`config.mk`:
```
export PLATFORM = sky130hd
export DESIGN_NAME = clock_enable_gen
export DESIGN_NICKNAME = d
export VERILOG_FILES = /design/src/rtl/clock_enable_gen.sv
export SDC_FILE = /design/constraint.sdc
export NUM_CORES = 1
export LEC_CHECK = 0
export CAP_MARGIN = 10
export CORE_AREA = 2 2 39 41
export DETAILED_ROUTE_END_ITERATION = 10
export DIE_AREA = 0 0 41 43
export DONT_BUFFER_PORTS = 1
export SLEW_MARGIN = 20
export SYNTH_ARGS = -nofsm -noshare
export SYNTH_HDL_FRONTEND = slang
export SYNTH_SLANG_ARGS = --single-unit
```
`constraint.sdc`:
```
create_clock -name clk -period 1.6 [get_ports clk]
set_input_delay 0.32 -clock clk [delete_from_list [all_inputs] [get_ports clk]]
set_output_delay 0.32 -clock clk [all_outputs]
set_load 0.005 [all_outputs]
```
`src/rtl/clock_enable_gen.sv`:
```
// -----------------------------------------------------------------------------
// clock_enable_gen
//
// Purpose:
//    Divides the master clock into a nested set of clock-enable pulses. It also
//    produces a half-period clock mask and a tapped delay line of the base
//    enable. A pause/resume handshake stops enable generation at a period
//    boundary, and a realign input restarts the divider at count 0 so that it
//    can lock to video sync.
//
// Parameters:
//    CNT_W      - divider counter width; base period = 2**CNT_W clocks (>= 1)
//    BASE_PHASE - count value at which the base enable fires (< 2**CNT_W)
//    NUM_DLY    - number of delayed copies of the base enable (>= 1)
//
// Ports:
//    clk        in   master clock, rising edge
//    reset_n    in   asynchronous active-low reset
//    pause_req  in   level; halt enable generation at the next period boundary
//    sync_in    in   single-cycle pulse; realign the divider to count 0
//    count      out  current divider count
//    ce_div     out  divided enables; bit k divides by 2**(k+1)
//    cm_base    out  clock mask, MSB of count
//    ce_dly     out  bit i = base enable delayed by i+1 clocks
//    pause_ack  out  high while fully paused
// -----------------------------------------------------------------------------
module clock_enable_gen #(
   parameter int CNT_W      = 3,
   parameter int BASE_PHASE = 7,
   parameter int NUM_DLY    = 5
) (
   input  logic               clk,
   input  logic               reset_n,
   input  logic               pause_req,
   input  logic               sync_in,
   output logic [CNT_W-1:0]   count,
   output logic [CNT_W-1:0]   ce_div,
   output logic               cm_base,
   output logic [NUM_DLY-1:0] ce_dly,
   output logic               pause_ack
);

   localparam logic [CNT_W-1:0] PHASE   = CNT_W'(BASE_PHASE);
   localparam logic [CNT_W-1:0] CNT_MAX = '1;

   typedef enum logic [1:0] {
      ST_RUN    = 2'd0,
      ST_DRAIN  = 2'd1,
      ST_PAUSED = 2'd2
   } state_t;

   state_t               state_q,     state_d;
   logic [CNT_W-1:0]     count_q,     count_d;
   logic [NUM_DLY-1:0]   dly_q,       dly_d;
   logic                 pause_ack_q, pause_ack_d;

   logic                 run_w;
   logic                 ce_base_w;

   assign run_w = (state_q == ST_RUN);

   // Divided enables. Bit k compares only the low k+1 count bits against the
   // phase. As a result every slower pulse lands on a faster pulse.
   genvar gi;
   generate
      for (gi = 0; gi < CNT_W; gi++) begin : g_ce_div
         assign ce_div[gi] = run_w && (count_q[gi:0] == PHASE[gi:0]);
      end
   endgenerate

   assign ce_base_w = ce_div[CNT_W-1];

   // The delay line shifts in every state. Pulses launched before a pause
   // therefore always run to completion, which is what DRAIN waits for.
   generate
      if (NUM_DLY == 1) begin : g_dly_one
         assign dly_d = ce_base_w;
      end else begin : g_dly_many
         assign dly_d = {dly_q[NUM_DLY-2:0], ce_base_w};
      end
   endgenerate

   // Next-state logic. Within RUN, the order of checks matters:
   // sync_in > pause at wrap > increment.
   always_comb begin
      state_d     = state_q;
      count_d     = count_q;
      pause_ack_d = pause_ack_q;

      case (state_q)
         ST_RUN: begin
            if (sync_in) begin
               // Realignment wins over a pending pause. The pause waits for
               // the next natural wrap.
               count_d = '0;
            end else if (count_q == CNT_MAX) begin
               count_d = '0;
               if (pause_req) begin
                  state_d = ST_DRAIN;
               end
            end else begin
               count_d = count_q + 1'b1;
            end
         end

         ST_DRAIN: begin
            count_d = '0;
            if (!pause_req) begin
               // A cancelled pause resumes at once, even with pulses in flight.
               state_d = ST_RUN;
            end else if (dly_q == '0) begin
               state_d     = ST_PAUSED;
               pause_ack_d = 1'b1;
            end
         end

         ST_PAUSED: begin
            count_d = '0;
            if (!pause_req) begin
               state_d     = ST_RUN;
               pause_ack_d = 1'b0;
            end
         end

         default: begin
            state_d     = ST_RUN;
            count_d     = '0;
            pause_ack_d = 1'b0;
         end
      endcase
   end

   always_ff @(posedge clk or negedge reset_n) begin
      if (!reset_n) begin
         state_q     <= ST_RUN;
         count_q     <= '0;
         dly_q       <= '0;
         pause_ack_q <= 1'b0;
      end else begin
         state_q     <= state_d;
         count_q     <= count_d;
         dly_q       <= dly_d;
         pause_ack_q <= pause_ack_d;
      end
   end

   assign count     = count_q;
   assign cm_base   = count_q[CNT_W-1];
   assign ce_dly    = dly_q;
   assign pause_ack = pause_ack_q;

endmodule

```
* Word-level counts from Yosys, hierarchy flattened
Index checks and enable logic that the tools add are counted. Widths: inputs -> output; s select.
Storage, ports and cells: logic and storage cells 38, output and inout bits 13, flip-flop bits (word level) 11
Operators by class: mux-type cells 14, bitwise gates (word level) 1, reductions and logical operators 7, equality and inequality tests 11, add/subtract/negate cells 1
Operators by type and width (count):
- $mux 2 | 6
- $ne 2x2->1 const B | 5
- $mux 3 | 3
- $pmux 2 s3 | 1
- $logic_not 5->1 | 1
- $reduce_and 5->1 | 1
- $eq 2x2->1 const B | 2
- $reduce_and 4->1 | 1
- $add 3x1->3 const B | 1
- $eq 3x3->1 const B | 1
- $logic_and 1x1->1 | 3
- $mux 1 | 3
- $ne 3x3->1 const B | 1
- $pmux 1 s3 | 1
- $eq 2x1->1 const B | 1
- $logic_not 2->1 | 1
- $ne 2x1->1 const B | 1
- $not 1->1 | 1

* Longest topological paths before layout
depth in word-level cells 4, depth in mapped cells 4, gate-level depth less buffers 4

* Least setup slack after synthesis
No wires, ideal clock.
kind register to output, from reg count_q[0] (netlist: count[0]), to out ce_div[2], setup slack 0.220 ns, data arrival time 1.060 ns, cell stages (with the launch flop) 5, path through dfrtp_1 ha_1 ha_1 and2_1 buf_4
Between the ends: longest elaborated chain between the ends 2
Ends and longest elaborated chain:
- start, declared | RTL line 53 | logic [CNT_W-1:0] count_q, count_d;
- start signal, assigned | RTL line 141 | count_q <= count_d;
- $eq 3x3->1 | RTL line 67 | assign ce_div[gi] = run_w && (count_q[gi:0] == PHASE[gi:0]);
- $logic_and 1x1->1 | RTL line 67
- end, declared | RTL line 37 | output logic [CNT_W-1:0] ce_div,
No other way between the ends.

* Worst setup path in the final report
Same ends and word-level chain as after synthesis.

==> results.txt <==
The run finished with clean final reports. Setup repair after global routing left no endpoint under its margin. The register area share after synthesis came out at 0.609. Number of antenna violations at the first check in global routing: 0. The Yosys warning count is 0, and the area taken by flip-flops and latches is 275 µm². After synthesis, the cell types taking the most area are sky130_fd_sc_hd__dfrtp_1, sky130_fd_sc_hd__and2_1, sky130_fd_sc_hd__ha_1. For this design the top-level I/O count stands at 17. Y dimension of the die: 43 µm. For this block, the via count after detailed routing is 273. The number of nets in the layout is 46, and the total of flip-flops plus latches after synthesis is 11.

The share of the synthesized area in the top cell type was 0.609. Setup total negative slack on the finished layout was measured at 0 ns. Clock latency on the worst-skew pair, taken at its later pin, is 0.26 ns. The number of fill cells in the layout was 146; the via count of the first global-routing pass was 308.

The gate count of the mapped netlist is 36. STA classifies the critical path startpoint as a register. The most frequent cell after synthesis is sky130_fd_sc_hd__dfrtp_1. The setup violation total in the final timing report is 0. For this run, the leading register cell type out of synthesis is sky130_fd_sc_hd__dfrtp_1. The count of flip-flops with a built-in enable after synthesis is 0, and the vias per cell is 4.96.

The class of the tightest hold or removal check is primary input to register. The share of flip-flops with an asynchronous set or reset was 1.00; the initial cell density of the core was 0.326. The first global-routing pass estimated 1410 µm of wire. The net count after synthesis is 42. The area of the multi-input gates was 171 µm²; the buffer depth of the longest clock path was 2. Across the routed clock network, the largest skew measured is 0.00190 ns.

The die width was 41 µm; the relative slew slack was 0.678. The tools report the leakage power total as 0.000230 µW. For the number of design rule violations left after detail routing, the log shows 0.

The share of final-layout standard cells stronger than drive strength 1 came out at 0.179. Buffers added to address setup during post-CTS repair amount to 0. The logs give 1380 µm² for the core box area and 0 for the max-cap check violation count. The pre-antenna-repair detailed-routing pass consisted of 3 iterations. In this run the tool buffered the top-level ports with 0 buffer cells. The largest stage delay on the critical path was 0.43 ns; the remaining global-route overflow was 0. The post-DP HPWL is 627 µm. Placer's final routability congestion estimate: 0.699.

The buffer and inverter count on the worst path was 0. Most used routing layer in global routing: met1. Buffers inserted during clock tree synthesis total 3. The power density over cell area came out at 992 nW/µm².

The maximum fanout count along the critical path is 4. The die area came out at 1760 µm². Clock-pin slew was measured on the worst setup and hold paths at 0.07 ns. The total inserted antenna cells is 0. Master cell of the clock root buffer: sky130_fd_sc_hd__clkbuf_4. Walking the worst path, the cells encountered are ha_2, ha_4, and2_4. Dividing the synthesized area by the synthesized cell count gives 12.5 µm².

The distinct cell type count after synthesis was 15; the final wirelength was 850 µm. The start-to-end type of the worst setup path is register to output port. The run gives 1.23 ns as the endpoint arrival time on the critical path. The logs give 0 for the total count of hold-check failures in the final report and 1 for the number of levels the H-tree was split into. The final critical path time including I/O delays and setup is 1.55 ns. Total routing resource utilization after global routing: 0.126.

The worst setup path is captured at an output port. The final worst hold slack is 0.187 ns. VDD sags by at most 348 µV. The synthesized area is 452 µm². The area growth from synthesis to final layout came out at 13.0%. The critical path's top delay family was flip-flops.

The clock drives 11 sinks. The run gives 0 as the remaining antenna violation count after routing. The slew of the pin with the lowest slew margin came out at 0.481 ns. TritonCTS built the clock tree.

For the met3 track demand over resource, the log shows 0.0366. The met1 global-route usage is 0.176, and the largest net degree at the start of global routing is 12. In the synthesized netlist, the cells that appear most often are sky130_fd_sc_hd__dfrtp_1, sky130_fd_sc_hd__and2_1, sky130_fd_sc_hd__nor2_1. Dividing the detail-routed wire length by the instance count gives 15.5 µm. The tools report the number of rows created at floorplan as 14. The biggest area contributor in the post-synthesis netlist is sky130_fd_sc_hd__dfrtp_1. The met2 routing resource usage after global routing is 0.163, and the final clock period utilization by the worst path is 0.966. The run gives 1.28 ns as the endpoint required time on the critical path.

Among all stages on the critical path, the largest delay is contributed by sky130_fd_sc_hd__dfrtp_1. The maximum frequency from static timing analysis is 647 MHz, and the initial DRC count is 2. Final-report max-slew violation count: 0.
## through the flow
stage          setup WS, ns  cells  power (µW)  instance area, µm²  utilization
2_1_floorplan         0.220     36         315                 452            -
3_3_place_gp          0.287     50         316                 457        0.330
3_5_place_dp          0.242     50         318                 457        0.330
4_1_cts              0.0107     55         517                 498        0.360
5_1_grt             0.00646     55         537                 510        0.369
6_report             0.0540     55         507                 510        0.369
## metal layers
layer	vias up	wire [µm]
li1	127	-
met1	132	358
met2	12	411
met3	2	65
met4	0	14
met5	-	0
## worst reg2reg max path: cells and delay by family, from the launching register on
kind | cells | cell delay [ns]
adder cells (fa/ha/maj) | 2 | 0.37
flip-flops | 1 | 0.42
AO/OA/AOI/OAI | 2 | 0.42
## power breakdown
group	internal, µW	total, µW	switching (µW)
combinational	12.6	26.9	14.3
clock	96.5	184	87.4
sequential	286	296	10.1
## layout make-up
cell class / count / area share
Tap cell: 16 / 0.0392
Clock buffer: 4 / 0.0515
Sequential cell: 11 / 0.539
Inverter: 2 / 0.0147
Timing Repair Buffer: 1 / 0.0196
Multi-Input combinational cell: 21 / 0.336
## layout by cell type (no fill, tap or decap), types with 2 or more instances in the layout
cell	count
sky130_fd_sc_hd__dfrtp_1	11
sky130_fd_sc_hd__and2_1	4
sky130_fd_sc_hd__nor2_1	3
sky130_fd_sc_hd__clkbuf_4	3
sky130_fd_sc_hd__nor3_1	2
sky130_fd_sc_hd__inv_1	2
sky130_fd_sc_hd__a21oi_1	2
## worst paths after layout
| kind | startpoint | endpoint | slack [ns] | depth (start not counted) |
|---|---|---|---|---|
| min | pause_req | state_q[1] | 0.19 | 2 |
| min in group asynchronous | reset_n | state_q[1] | 0.45 | 1 |
| min reg2reg | ce_dly[2] | ce_dly[3] | 0.45 | 0 |
| max | count[0] | ce_div[2] | 0.05 | 3 |
| max reg2reg | count[0] | state_q[0] | 0.27 | 4 |
| max in group asynchronous | reset_n | ce_dly[4] | 0.83 | 1 |
## what timing repair did
action,CTS,global route
hold buffers,1,0
hold endpoints to repair,11,0
resized for setup,2,2
pin swaps,1,1
setup endpoints to repair,1,1
## state kept, by name (all words and copies together) (netlist names)
| name | flops |
|---|---|
| ce_dly | 5 |
| count | 3 |
| pause_ack | 1 |
| state_q | 2 |
## cell families after synthesis
family / count (synthesis) / share of synthesized area
and+or+nand+nor: 14 / 0.216
buffers and inverters: 4 / 0.0499
AOI/OAI and AO/OA: 5 / 0.0693
adders and majority gates: 2 / 0.0554
DFF: 11 / 0.609
(Power assumes the default switching activity.)
